===== src/rtl/fetch_sequencer_if.sv =====
// Fetch-sequencer bus bundle: instruction-memory req/ack, IF/ID valid/ready and redirect inputs.
// master = fetch sequencer side; slave = memory / decode / redirect-source side.
interface fetch_sequencer_if #(
  parameter int unsigned ADDR_W = 16,
  parameter int unsigned DATA_W = 16
);
  logic              imem_req;
  logic [ADDR_W-1:0] imem_addr;
  logic              imem_ack;
  logic [DATA_W-1:0] imem_rdata;
  logic              id_valid;
  logic              id_ready;
  logic [DATA_W-1:0] id_instr;
  logic [ADDR_W-1:0] id_pc;
  logic              redirect_valid;
  logic [ADDR_W-1:0] redirect_target;

  modport master (
    output imem_req, imem_addr, id_valid, id_instr, id_pc,
    input  imem_ack, imem_rdata, id_ready, redirect_valid, redirect_target
  );

  modport slave (
    input  imem_req, imem_addr, id_valid, id_instr, id_pc,
    output imem_ack, imem_rdata, id_ready, redirect_valid, redirect_target
  );
endinterface


===== src/rtl/fetch_sequencer.sv =====
// Instruction-fetch front end: owns the PC, fetches over imem req/ack, hands {instr, pc} to IF/ID.
// Define FETCH_PERF_CNT_EN to add the perf_fetched / perf_squashed event counters.
module fetch_sequencer #(
  parameter int unsigned       ADDR_W       = 16,
  parameter int unsigned       DATA_W       = 16,
  parameter logic [ADDR_W-1:0] RESET_VECTOR = '0,
  parameter int unsigned       PC_INC       = 1
) (
  input  logic        clock,
  input  logic        reset,
`ifdef FETCH_PERF_CNT_EN
  output logic [15:0] perf_fetched,
  output logic [15:0] perf_squashed,
`endif
  fetch_sequencer_if.master bus
);

  typedef enum logic [1:0] {IDLE = 2'd0, REQ = 2'd1, FLUSH = 2'd2, HOLD = 2'd3} state_t;

  state_t            state, state_nxt;
  logic [ADDR_W-1:0] pc, pc_nxt;
  logic [ADDR_W-1:0] req_addr, req_addr_nxt;
  logic [ADDR_W-1:0] id_pc_q, id_pc_nxt;
  logic [DATA_W-1:0] id_instr_q, id_instr_nxt;
  logic              imem_req_q, id_valid_q;

  logic              ack, redir;
  logic [ADDR_W-1:0] target;

  assign ack    = bus.imem_ack;
  assign redir  = bus.redirect_valid;
  assign target = bus.redirect_target;

  // State and datapath registers; imem_req/id_valid are registered decodes of the next state.
  always_ff @(posedge clock) begin
    if (reset) begin
      state      <= IDLE;
      pc         <= RESET_VECTOR;
      req_addr   <= '0;
      id_pc_q    <= '0;
      id_instr_q <= '0;
      imem_req_q <= 1'b0;
      id_valid_q <= 1'b0;
    end else begin
      state      <= state_nxt;
      pc         <= pc_nxt;
      req_addr   <= req_addr_nxt;
      id_pc_q    <= id_pc_nxt;
      id_instr_q <= id_instr_nxt;
      imem_req_q <= (state_nxt == REQ) || (state_nxt == FLUSH);
      id_valid_q <= (state_nxt == HOLD);
    end
  end

  // Next-state: redirect beats ack, ack beats id_ready.
  always_comb begin
    state_nxt = state;
    case (state)
      IDLE:  state_nxt = REQ;
      REQ: begin
        if (redir)    state_nxt = ack ? REQ : FLUSH;
        else if (ack) state_nxt = HOLD;
      end
      FLUSH: if (ack) state_nxt = REQ;
      HOLD:  if (redir || bus.id_ready) state_nxt = REQ;
      default: state_nxt = IDLE;
    endcase
  end

  // Datapath updates; a wrong-path request keeps its address until the memory acks it.
  always_comb begin
    pc_nxt       = pc;
    req_addr_nxt = req_addr;
    id_pc_nxt    = id_pc_q;
    id_instr_nxt = id_instr_q;
    case (state)
      IDLE: begin
        if (redir) begin
          pc_nxt       = target;
          req_addr_nxt = target;
        end else begin
          req_addr_nxt = pc;
        end
      end
      REQ: begin
        if (redir) begin
          pc_nxt = target;
          if (ack) req_addr_nxt = target;
        end else if (ack) begin
          id_instr_nxt = bus.imem_rdata;
          id_pc_nxt    = req_addr;
          pc_nxt       = req_addr + ADDR_W'(PC_INC);
        end
      end
      FLUSH: begin
        if (redir) pc_nxt = target;
        if (ack)   req_addr_nxt = redir ? target : pc;
      end
      HOLD: begin
        if (redir) begin
          pc_nxt       = target;
          req_addr_nxt = target;
        end else if (bus.id_ready) begin
          req_addr_nxt = pc;
        end
      end
      default: ;
    endcase
  end

  assign bus.imem_req  = imem_req_q;
  assign bus.imem_addr = req_addr;
  assign bus.id_valid  = id_valid_q;
  assign bus.id_instr  = id_instr_q;
  assign bus.id_pc     = id_pc_q;

`ifdef FETCH_PERF_CNT_EN
  logic fetched_evt, squashed_evt;

  assign fetched_evt  = id_valid_q & bus.id_ready & ~redir;
  assign squashed_evt = ((state == REQ) & ack & redir) | ((state == FLUSH) & ack) |
                        ((state == HOLD) & redir);

  // Free-running wrapping event counters.
  always_ff @(posedge clock) begin
    if (reset) begin
      perf_fetched  <= 16'd0;
      perf_squashed <= 16'd0;
    end else begin
      if (fetched_evt)  perf_fetched  <= perf_fetched + 16'd1;
      if (squashed_evt) perf_squashed <= perf_squashed + 16'd1;
    end
  end
`endif

endmodule


===== src/flat_wrapper.sv =====
// flat-port wrapper written by rule: the top's interface ports become plain ports
module fetch_sequencer_flat 
#(
  parameter int unsigned       ADDR_W       = 16,
  parameter int unsigned       DATA_W       = 16,
  parameter logic [ADDR_W-1:0] RESET_VECTOR = '0,
  parameter int unsigned       PC_INC       = 1
)
  (clock, reset, bus_imem_req, bus_imem_addr, bus_id_valid, bus_id_instr, bus_id_pc, bus_imem_ack, bus_imem_rdata, bus_id_ready, bus_redirect_valid, bus_redirect_target);
  fetch_sequencer_if #(.ADDR_W(ADDR_W), .DATA_W(DATA_W)) bus_i ();
  input  logic clock;
  input  logic reset;
  output wire logic [$bits(bus_i.imem_req)-1:0] bus_imem_req;
  output wire logic [$bits(bus_i.imem_addr)-1:0] bus_imem_addr;
  output wire logic [$bits(bus_i.id_valid)-1:0] bus_id_valid;
  output wire logic [$bits(bus_i.id_instr)-1:0] bus_id_instr;
  output wire logic [$bits(bus_i.id_pc)-1:0] bus_id_pc;
  input wire logic [$bits(bus_i.imem_ack)-1:0] bus_imem_ack;
  input wire logic [$bits(bus_i.imem_rdata)-1:0] bus_imem_rdata;
  input wire logic [$bits(bus_i.id_ready)-1:0] bus_id_ready;
  input wire logic [$bits(bus_i.redirect_valid)-1:0] bus_redirect_valid;
  input wire logic [$bits(bus_i.redirect_target)-1:0] bus_redirect_target;
  assign bus_imem_req = bus_i.imem_req;
  assign bus_imem_addr = bus_i.imem_addr;
  assign bus_id_valid = bus_i.id_valid;
  assign bus_id_instr = bus_i.id_instr;
  assign bus_id_pc = bus_i.id_pc;
  assign bus_i.imem_ack = bus_imem_ack;
  assign bus_i.imem_rdata = bus_imem_rdata;
  assign bus_i.id_ready = bus_id_ready;
  assign bus_i.redirect_valid = bus_redirect_valid;
  assign bus_i.redirect_target = bus_redirect_target;
  fetch_sequencer #(.ADDR_W(ADDR_W), .DATA_W(DATA_W), .RESET_VECTOR(RESET_VECTOR), .PC_INC(PC_INC)) u_core (.clock(clock), .reset(reset), .bus(bus_i));
endmodule

===== config.mk =====
export PLATFORM = sky130hd
export DESIGN_NAME = fetch_sequencer_flat
export DESIGN_NICKNAME = d
export VERILOG_FILES = /design/src/rtl/fetch_sequencer_if.sv /design/src/rtl/fetch_sequencer.sv /design/src/flat_wrapper.sv
export SDC_FILE = /design/constraint.sdc
export NUM_CORES = 1
export LEC_CHECK = 0
export ABC_AREA = 0
export BUFFER_PORTS_ARGS = -buffer_cell sky130_fd_sc_hd__buf_4
export CAP_MARGIN = 15
export CORE_MARGIN = 2
export CORE_UTILIZATION = 50
export DETAILED_ROUTE_END_ITERATION = 8
export GPL_TIMING_DRIVEN = 0
export PLACE_DENSITY = 0.79
export SYNTH_ARGS = -nofsm -noshare
export SYNTH_HDL_FRONTEND = slang
export SYNTH_SLANG_ARGS = --single-unit

===== constraint.sdc =====
create_clock -name clock -period 2 [get_ports clock]
set_clock_uncertainty 0.15 [all_clocks]
set_input_delay 0.2 -clock clock [delete_from_list [all_inputs] [get_ports clock]]
set_output_delay 0.2 -clock clock [all_outputs]
set_load 0.005 [all_outputs]

# Yosys cells after proc, flatten, opt, wreduce, memory -nomap -nowiden
# Index checks and enable logic that the tools add are counted.
[word_totals]
latch_bits = 0
elab_cells = 42
ram_bits = 0
memories = 0
input_bits = 37
mem_bits_ro = 0
out_inout_bits = 50
register_bits = 68
[op_classes]
addsub = 1
n_eq_ne = 11
shifts = 0
n_mul = 0
mux = 16
div_mod_pow = 0
bitwise_logic = 1
reduce_logical = 6
n_lt_le_gt_ge = 0
[op_table]
columns = ["op", "count"]
rows = [
  ["$mux 16", 8],
  ["$pmux 16 s4", 1],
  ["$pmux 16 s2", 1],
  ["$add 16x1->16 const B", 1],
  ["$mux 2", 5],
  ["$eq 2x2->1 const B", 4],
  ["$pmux 2 s4", 1],
  ["$ne 2x2->1 const B", 3],
  ["$ne 3x3->1 const B", 2],
  ["$eq 2x1->1 const B", 2],
  ["$reduce_and 4->1", 1],
  ["$reduce_and 3->1", 1],
  ["$reduce_or 3->1", 1],
  ["$logic_not 2->1", 1],
  ["$logic_or 1x1->1", 2],
  ["$not 1->1", 1],
]

# Depth between registers and ports, before layout
# Gate-level depths: netlist of run 1.
[depth]
word_depth = 5
mapped_depth = 7

# Least setup slack after synthesis of run 1
# No wires, ideal clock.
[synth_timing]
path_type = "flip-flop to flip-flop"
startpoint = "register u_core.req_addr[4], in the netlist u_core.bus.imem_addr[4]"
endpoint = "register u_core.pc[13]"
setup_slack_ns = 0.155
arrival_time_ns = 1.592
setup_time_ns = 0.103
required_ns = 1.747
period_less_slack_ns = 1.845
n_path_buf = 1
path_stages_with_launch = 6
path_cell_list = "dfxtp_1 -> buf_2 -> nand4_1 -> or4_4 -> xor2_1 -> a2111oi_2"
[synth_between]
elab_chain_len = 4
[synth_rtl]
columns = ["element", "line_no", "rtl"]
rows = [
  ["from (decl)", "fetch_sequencer.sv:22", "logic [ADDR_W-1:0] req_addr, req_addr_nxt;"],
  ["from (signal assigned)", "fetch_sequencer.sv:47", "req_addr <= req_addr_nxt;"],
  ["$add 16x1->16", "fetch_sequencer.sv:92", "pc_nxt = req_addr + ADDR_W'(PC_INC);"],
  ["$mux 16", "fetch_sequencer.sv:89", "end else if (ack) begin"],
  ["$mux 16", "fetch_sequencer.sv:86", "if (redir) begin"],
  ["$pmux 16 s2", "fetch_sequencer.sv:76", "case (state)"],
  ["to (signal assigned)", "fetch_sequencer.sv:46", "pc <= pc_nxt;"],
  ["to (decl)", "fetch_sequencer.sv:21", "logic [ADDR_W-1:0] pc, pc_nxt;"],
]
# No other way between the ends. The select of a mux whose other input is x is not followed.
# A chain may end at the register's enable or synchronous reset.

# Worst setup path after layout of run 1
# Same ends and word-level chain as after synthesis.

==> results of run 1 <==
layer usage:
metal	vias up	global-route usage, %	wire (um)
met3	38	6.48	809
met2	191	47.1	4510
met1	1496	33.5	3650
met4	0	13.8	299
li1	1572	-	-
met5	-	0	0
logic make-up (layout without fill, tap and decap cells):
logic type | after synthesis | in the layout | synth area share [%]
flops | 68 | 68 | 45.0
mux | 1 | 1 | 0.331
fa+ha+maj | 2 | 2 | 0.827
xor+xnor | 15 | 15 | 4.34
simple gates | 175 | 175 | 25.3
buf+inv | 32 | 156 | 4.14
compound gates | 97 | 97 | 20.0
timing repair:
| item | CTS | global route |
|---|---|---|
| resized for setup | 13 | 30 |
| pin swaps | 1 | 3 |
| buffers inserted | 1 | 0 |
| endpoints found under the setup margin | 44 | 48 |
| hold buffers | 24 | 0 |
| gates cloned | 0 | 0 |
| hold endpoints to repair | 25 | 0 |
worst max-delay path, cell delays in order (launching register included):
cell	delay, ps
dfxtp_2	340
buf_6	130
nand4_1	160
or4_4	590
xor2_1	180
a2111oi_2	300
synthesized netlist by cell type (all sizes together):
cell type  count
nor2b         11
dfxtp         68
ha             2
nand3b         2
nor2          35
or4            1
a2111oi        5
buf            4
o22ai          6
nor3           7
mux2i          1
nand2b         2
clkbuf        27
a21o           2
nand3          3
o21ai         25
inv            1
a32o           1
nand4          4
xor2           8
and3           1
and2           1
nand2        105
and4           2
a21oi         39
a311oi        16
or2            1
o22a           1
xnor2          7
a211o          2
registers in the layout, indices dropped and copies added, names as in the netlist:
| signal | flops |
|---|---|
| u_core.bus.id_instr | 16 |
| u_core.bus.id_pc | 16 |
| u_core.bus.id_valid | 1 |
| u_core.bus.imem_addr | 16 |
| u_core.bus.imem_req | 1 |
| u_core.pc | 16 |
| u_core.state | 2 |
power by group:
part	total (mW)	switching, mW	internal (mW)
clock network	1.16	0.523	0.640
logic	0.569	0.291	0.277
registers	1.55	0.100	1.45
cell type report:
cell class                 instances  share of cell area [%]
timing repair buffer             108                    20.4
inverter                           1                  0.0880
multi-input combinational        290                    37.0
clock inverter                     4                    1.11
sequential                        68                    32.3
buffer                            31                    3.26
clock buffer                      12                    3.64
tap                               75                    2.20
path summary, 6_finish.rpt:
kind | start | end | slack, ps | depth (start not counted)
hold reg to reg | u_core.bus.id_pc[10] | u_core.bus.id_pc[10] | 310 | 2
hold / removal | bus_redirect_target[10] | u_core.bus.imem_addr[10] | 6 | 3
setup reg to reg | u_core.bus.imem_addr[4] | u_core.pc[13] | 50 | 5
setup / recovery | u_core.bus.imem_addr[4] | u_core.pc[13] | 50 | 5
stage by stage:
step | cells | hold WS [ps]
final | 589 | 5.52
after global routing | 589 | 12.4
after CTS | 589 | 0.880
after detailed placement | 548 | 297
after global placement | 548 | 291
after floorplan | 390 | 186
==> impl_metrics.toml, run 1 <==
[timing]
finalSetupViolations = 0
fin_crit_sh_pct = 97.5
fin_tns_setup_ps = 0
worstMarginPinSlew_ps = 634
hold_violations = 0
grt_setup_unrepaired = "true"
max_freq_mhz = 513
final.setup.worst_slack_ps = 50.5
maxSlewViolCount = 0
slew_headroom_pct = 57.7
layout_min_cycle_time_ps = 1950

[worst_setup_path]
crit_arrival_ps = 2040
start_kind = "flop"
cp.required_ps = 2090
crit_path_end_kind = "flop"
path_max_fanout = 7
critPathKind = "flop to flop"

[yosys]
synth_warnings = 0
syn-num-nets = 429
synth_area_leader_cell = "dfxtp_1"
synth_area_leaders = "dfxtp_1 (45%), nand2_1 (13%), a21oi_1 (6.5%)"
synth_cell_type_count = 34
yosysSeqAreaShare_pct = 45.0
syn-cell-area_sq_um = 3020
synth_top_area_share_pct = 45.0
ys_ff_latch = 68
syn_inst = 390
synth.avg_cell_area_sq_um = 7.75

[power_and_ir_drop]
peakVddDrop_v = 0.000556
p_total_mw = 3.28
p_leak_nw = 1.69
powerDensity_nw_per_um2 = 769

[detailed_routing]
drt_iter0_markers = 364
drc = 0
vias_per_cell = 5.60
vias = 3297
wl_per_cell_um = 15.7
drtPass1Iterations = 6
ant_nets = 0
drt_wl_total_um = 9270

[layout]
final_cell_mix = "nand2_1 (105), buf_4 (84), dfxtp_1 (56)"
layout_commonest_cell = "nand2_1"
drive_above_1_share_pct = 26.8
fin_util_pct = 72.5
seq_area_sq_um = 1380
design_area_sq_um = 4270
nFillCells = 453
diodes = 0
areaGrowthSynthToFinish_pct = 41.1
multi_input_area_sq_um = 1580
nets = 548

[die]
ioPinCount = 87
rows = 28
dieArea_sq_um = 6690
die_w_um = 81.8
die_h_um = 81.8
core_sq_um = 5890
initial_utilization_pct = 51.4

[placed_design]
place_congestion = 0.896
place.port_buffers = 83
hpwl_um = 6060
postPlaceCellArea_sq_um = 3740
place_ws_ps = -133

[cts]
path_clk_slew_ps = 70
max-clock-path-buffers = 2
clk-insertion-delay-late_ps = 350
clock_sinks = 68
cts_max_level = 3
cts_tree = "built"
cts_root_buffer = "clkbuf_8"
cts_buffers = 9

[job]
drv_cap = 0

[global_routing]
antenna_found_initial = 0
grt_usage_pct = 28.0
grt_pass1_wl_um = 14200
grt_pass1_vias = 2993
grt_max_degree = 12
grt_overflow = 0

[hold_path]
worstHoldPathType = "input port to flop"

[run_status]
status = "finished, final reports clean"
No activity file was read; power rests on OpenSTA's default activity.
==> run 2, diff against run 1 <==
CORE_UTILIZATION = 35   (was 50)
CTS_CLUSTER_DIAMETER = 40   (was default)
PLACE_DENSITY = 0.6   (was 0.79)
==> impl_metrics.toml, run 2 (same netlist as run 1, synthesis figures left out) <==
[power_and_ir_drop]
p_leak_nw = 1.73
power_switching_share_pct = 28.4
p_switching_mw = 0.939
seqPwrFrac_pct = 46.7
p_int_mw = 2.37
combPwrFrac_pct = 17.5
powerDensity_nw_per_um2 = 757
clkPwrFrac_pct = 35.8
peakVddDrop_v = 0.000409

[hold_path]
worstHoldPathType = "input port to flop"

[global_routing]
grt_pass1_vias = 3057
grt_max_degree = 12
grt_usage_pct = 21.2
antenna_found_initial = 0
grt_pass1_wl_um = 15900
grt_overflow = 0

[detailed_routing]
drt_iter0_markers = 162
vias_per_cell = 5.16
drt_wl_total_um = 9770
wl_per_cell_um = 15.6
drtPass1Iterations = 5
ant_nets = 0
vias = 3238
drc = 0

[worst_setup_path]
cp.required_ps = 2100
start_kind = "flop"
crit_path_end_kind = "flop"
path_max_fanout = 8
max_stage_delay_ps = 570
critPathKind = "flop to flop"
slowest_stage = "or4_4"
crit_arrival_ps = 2030
path_cells = "nand4_2, or4_4, nor2_4, xnor2_1, a2111oi_2"

[timing]
whs_ps = 27.1
maxSlewViolCount = 0
slew_headroom_pct = 57.0
max_freq_mhz = 517
fin_tns_setup_ps = 0
hold_violations = 0
worstMarginPinSlew_ps = 645
finalSetupViolations = 0
layout_min_cycle_time_ps = 1930
fin_crit_sh_pct = 96.7

[die]
initial_utilization_pct = 36.4
rows = 33
core_sq_um = 8300
ioPinCount = 87
die_h_um = 97.0
dieArea_sq_um = 9400
die_w_um = 97.0

[cts]
cts_max_level = 3
clk-insertion-delay-late_ps = 350
clock_sinks = 68
cts_tree = "built"
cts_buffers = 9
max-clock-path-buffers = 2
path_clk_slew_ps = 70
cts_root_buffer = "clkbuf_8"

[layout]
layout_commonest_cell = "nand2_1"
final_cell_mix = "nand2_1 (105), buf_4 (87), dfxtp_1 (58)"
nets = 556
areaGrowthSynthToFinish_pct = 44.6
diodes = 0
drive_above_1_share_pct = 26.1

[run_status]
status = "finished, final reports clean"

[placed_design]
hpwl_um = 6520
place.port_buffers = 83
place_congestion = 0.826

[job]
drv_cap = 0
==> run 2: cell count changes in the layout (fill, tap and decap cells not counted), sizes merged <==
cell	previous run	this run
dlygate4sd3	24	31
buf	88	89
==> run 2: cell type report <==
class                   count  area (sq um)
flip-flops and latches     68          1380
multi-input cells         290          1570
plain buffers              31           136
well taps                 105           131
inverters                   1          3.75
clock buffers              12           155
clock inverters             4          47.5
fillers                   819          3930
repair buffers            116           948
==> run 2: power by group through the flow <==
stage / logic [mW] / clock network, mW / registers, mW
global placement: 0.506 / 0 / 1.57
CTS: 0.569 / 1.22 / 1.54
floorplan: 0.275 / 0 / 1.55
detailed placement: 0.512 / 0 / 1.57
finish: 0.580 / 1.18 / 1.55
global route: 0.638 / 1.27 / 1.56
==> run 2: worst paths after layout <==
path	from	end	slack (ps)	cells past startpoint
max	u_core.bus.imem_addr[0]	u_core.pc[15]	70	5
min	bus_redirect_target[15]	u_core.bus.imem_addr[15]	30	3
max reg2reg	u_core.bus.imem_addr[0]	u_core.pc[15]	70	5
min reg2reg	u_core.bus.id_instr[15]	u_core.bus.id_instr[15]	300	2
==> run 2: worst max-delay path: cells and delay by family (launching register included) <==
kind / cells / cell delay, ps
simple gates: 3 / 820
compound gates: 1 / 360
flops: 1 / 410
xor+xnor: 1 / 90
==> run 2: per-layer routing <==
layer	track usage [%]	routed length, um	share of wire, %
met5	0	0	0
met2	33.6	4630	47
met1	28.0	4280	44
met4	6.18	110	1.1
met3	6.21	739	7.6
==> run 2: what timing repair did <==
| action | CTS | global route |
|---|---|---|
| endpoints found under the hold margin | 39 | 0 |
| endpoints found under the setup margin | 49 | 47 |
| setup buffers | 2 | 0 |
| pin swaps | 1 | 0 |
| hold buffers | 31 | 0 |
| resized for setup | 16 | 24 |
==> run 2: stage by stage <==
stage               std cells  power [mW]  area (sq um)  util [%]  setup WS [ps]
detailed placement        578        2.08          3780      45.5           -170
global placement          578        2.07          3780      45.5           -153
floorplan                 390        1.82          3020         -            155
global route              627        3.47          4370      52.7          -10.2
finish                    627        3.31          4370      52.7           65.7
CTS                       627        3.33          4330      52.2           30.0
==> run 3, diff against run 2 <==
ABC_AREA = default   (was 0)
CELL_PAD_IN_SITES_DETAIL_PLACEMENT = 0   (was default)
CELL_PAD_IN_SITES_GLOBAL_PLACEMENT = 1   (was default)
PLACE_DENSITY = 0.78   (was 0.6)
==> impl_metrics.toml, run 3 (same netlist as run 1, synthesis figures left out) <==
[cts]
clk-insertion-delay-late_ps = 350
max-clock-path-buffers = 2
path_clk_slew_ps = 70
cts_buffers = 9
cts_max_level = 3
cts_root_buffer = "clkbuf_8"
cts_tree = "built"
clock_sinks = 68

[timing]
layout_min_cycle_time_ps = 1900
maxSlewViolCount = 0
final.setup.worst_slack_ps = 97.3
hold_violations = 0
grt_setup_unrepaired = "true"
slew_headroom_pct = 58.0
max_freq_mhz = 526
fin_crit_sh_pct = 95.1
worstMarginPinSlew_ps = 630
finalSetupViolations = 0

[global_routing]
grt_usage_pct = 20.7
grt_pass1_wl_um = 15500
grt_overflow = 0
antenna_found_initial = 0
grt_pass1_vias = 2945
grt_max_degree = 11

[layout]
multi_input_area_sq_um = 1580
design_area_sq_um = 4320
nFillCells = 814
layout_commonest_cell = "nand2_1"
areaGrowthSynthToFinish_pct = 42.8
drive_above_1_share_pct = 27.1
final_cell_mix = "nand2_1 (105), buf_4 (85), dfxtp_1 (56)"
seq_area_sq_um = 1390
diodes = 0
stdcell_count = 621
nets = 551

[die]
dieArea_sq_um = 9400
die_w_um = 97.0
ioPinCount = 87
rows = 33
core_sq_um = 8300
initial_utilization_pct = 36.4
die_h_um = 97.0

[power_and_ir_drop]
p_leak_nw = 1.70
p_int_mw = 2.24
clkPwrFrac_pct = 32.2
power_switching_share_pct = 28.6
p_switching_mw = 0.895
p_total_mw = 3.13
peakVddDrop_v = 0.000437
seqPwrFrac_pct = 49.5
powerDensity_nw_per_um2 = 726
combPwrFrac_pct = 18.3

[worst_setup_path]
crit_arrival_ps = 2000
cp.required_ps = 2090
critPathKind = "flop to flop"
start_kind = "flop"
path_max_fanout = 7
crit_path_end_kind = "flop"

[detailed_routing]
drt_wl_total_um = 9700
vias_per_cell = 5.14
drt_iter0_markers = 126
ant_nets = 0
vias = 3194
drtPass1Iterations = 5
wl_per_cell_um = 15.6
drc = 0

[placed_design]
dp.cells = 578
place.port_buffers = 83
place_ws_ps = -215
place_congestion = 0.842
postPlaceCellArea_sq_um = 3780
hpwl_um = 6620

[job]
drv_cap = 0

[run_status]
status = "finished, final reports clean"

[hold_path]
worstHoldPathType = "input port to flop"
-- run 3: cell types whose count changed in the layout (fill, tap and decap cells not counted), moves of 2 or more --
| cell | before | now |
|---|---|---|
| buf_4 | 87 | 85 |
| dfxtp_2 | 6 | 8 |
| dlygate4sd3_1 | 31 | 26 |
| clkbuf_4 | 0 | 3 |
| dfxtp_1 | 58 | 56 |
-- run 3: final cells by class --
| class | count | share of cell area [%] |
|---|---|---|
| tap | 105 | 3.04 |
| multi-input combinational | 290 | 36.7 |
| inverter | 1 | 0.0869 |
| clock inverter | 2 | 0.232 |
| timing repair buffer | 111 | 20.8 |
| sequential | 68 | 32.1 |
| clock buffer | 13 | 3.68 |
| buffer | 31 | 3.39 |
-- run 3: metrics by stage --
step                hold WS (ps)  setup TNS, ps  utilization [%]
floorplan                    186              0                -
global placement             293          -3590             45.5
detailed placement           298          -4250             45.5
CTS                         1.80              0             51.3
global route                17.1          -7.13             52.0
finish                     0.775              0             52.0
-- run 3: critical path, stage by stage (launching register included) --
cell	delay, ps
dfxtp_2	330
buf_6	120
nand4_1	170
or4_4	500
xor2_1	170
a2111oi_2	360
-- run 3: power by group through the flow --
stage / registers (mW) / clock network (mW) / logic [mW]
after floorplan: 1.55 / 0 / 0.275
after global placement: 1.57 / 0 / 0.506
after detailed placement: 1.57 / 0 / 0.512
after CTS: 1.55 / 1.03 / 0.561
after global routing: 1.56 / 1.10 / 0.635
final: 1.55 / 1.01 / 0.574
-- run 3: repair_timing --
item / 4_1_cts / 5_1_grt
resized for setup: 20 / 31
hold buffers: 26 / 0
endpoints found under the hold margin: 32 / 0
pin swaps: 2 / 2
endpoints found under the setup margin: 45 / 51
gates cloned: 0 / 0
setup buffers: 2 / 0
-- run 3: metal layers --
| layer | track usage [%] | routed length [um] | vias to the layer above | share of wire [%] |
|---|---|---|---|---|
| met4 | 8.34 | 188 | 0 | 1.9 |
| met1 | 28.1 | 4460 | 1490 | 46 |
| met5 | 0 | 0 | - | 0 |
| met3 | 4.19 | 533 | 18 | 5.5 |
| met2 | 32.2 | 4520 | 106 | 47 |
| li1 | - | - | 1580 | - |
-- run 3: final timing paths --
kind	from	to	slack (ps)	cells past startpoint
max	u_core.bus.imem_addr[4]	u_core.pc[13]	100	5
min	bus_redirect_target[10]	u_core.bus.imem_addr[10]	0.8	3
max reg2reg	u_core.bus.imem_addr[4]	u_core.pc[13]	100	5
min reg2reg	u_core.bus.id_instr[13]	u_core.bus.id_instr[13]	310	2
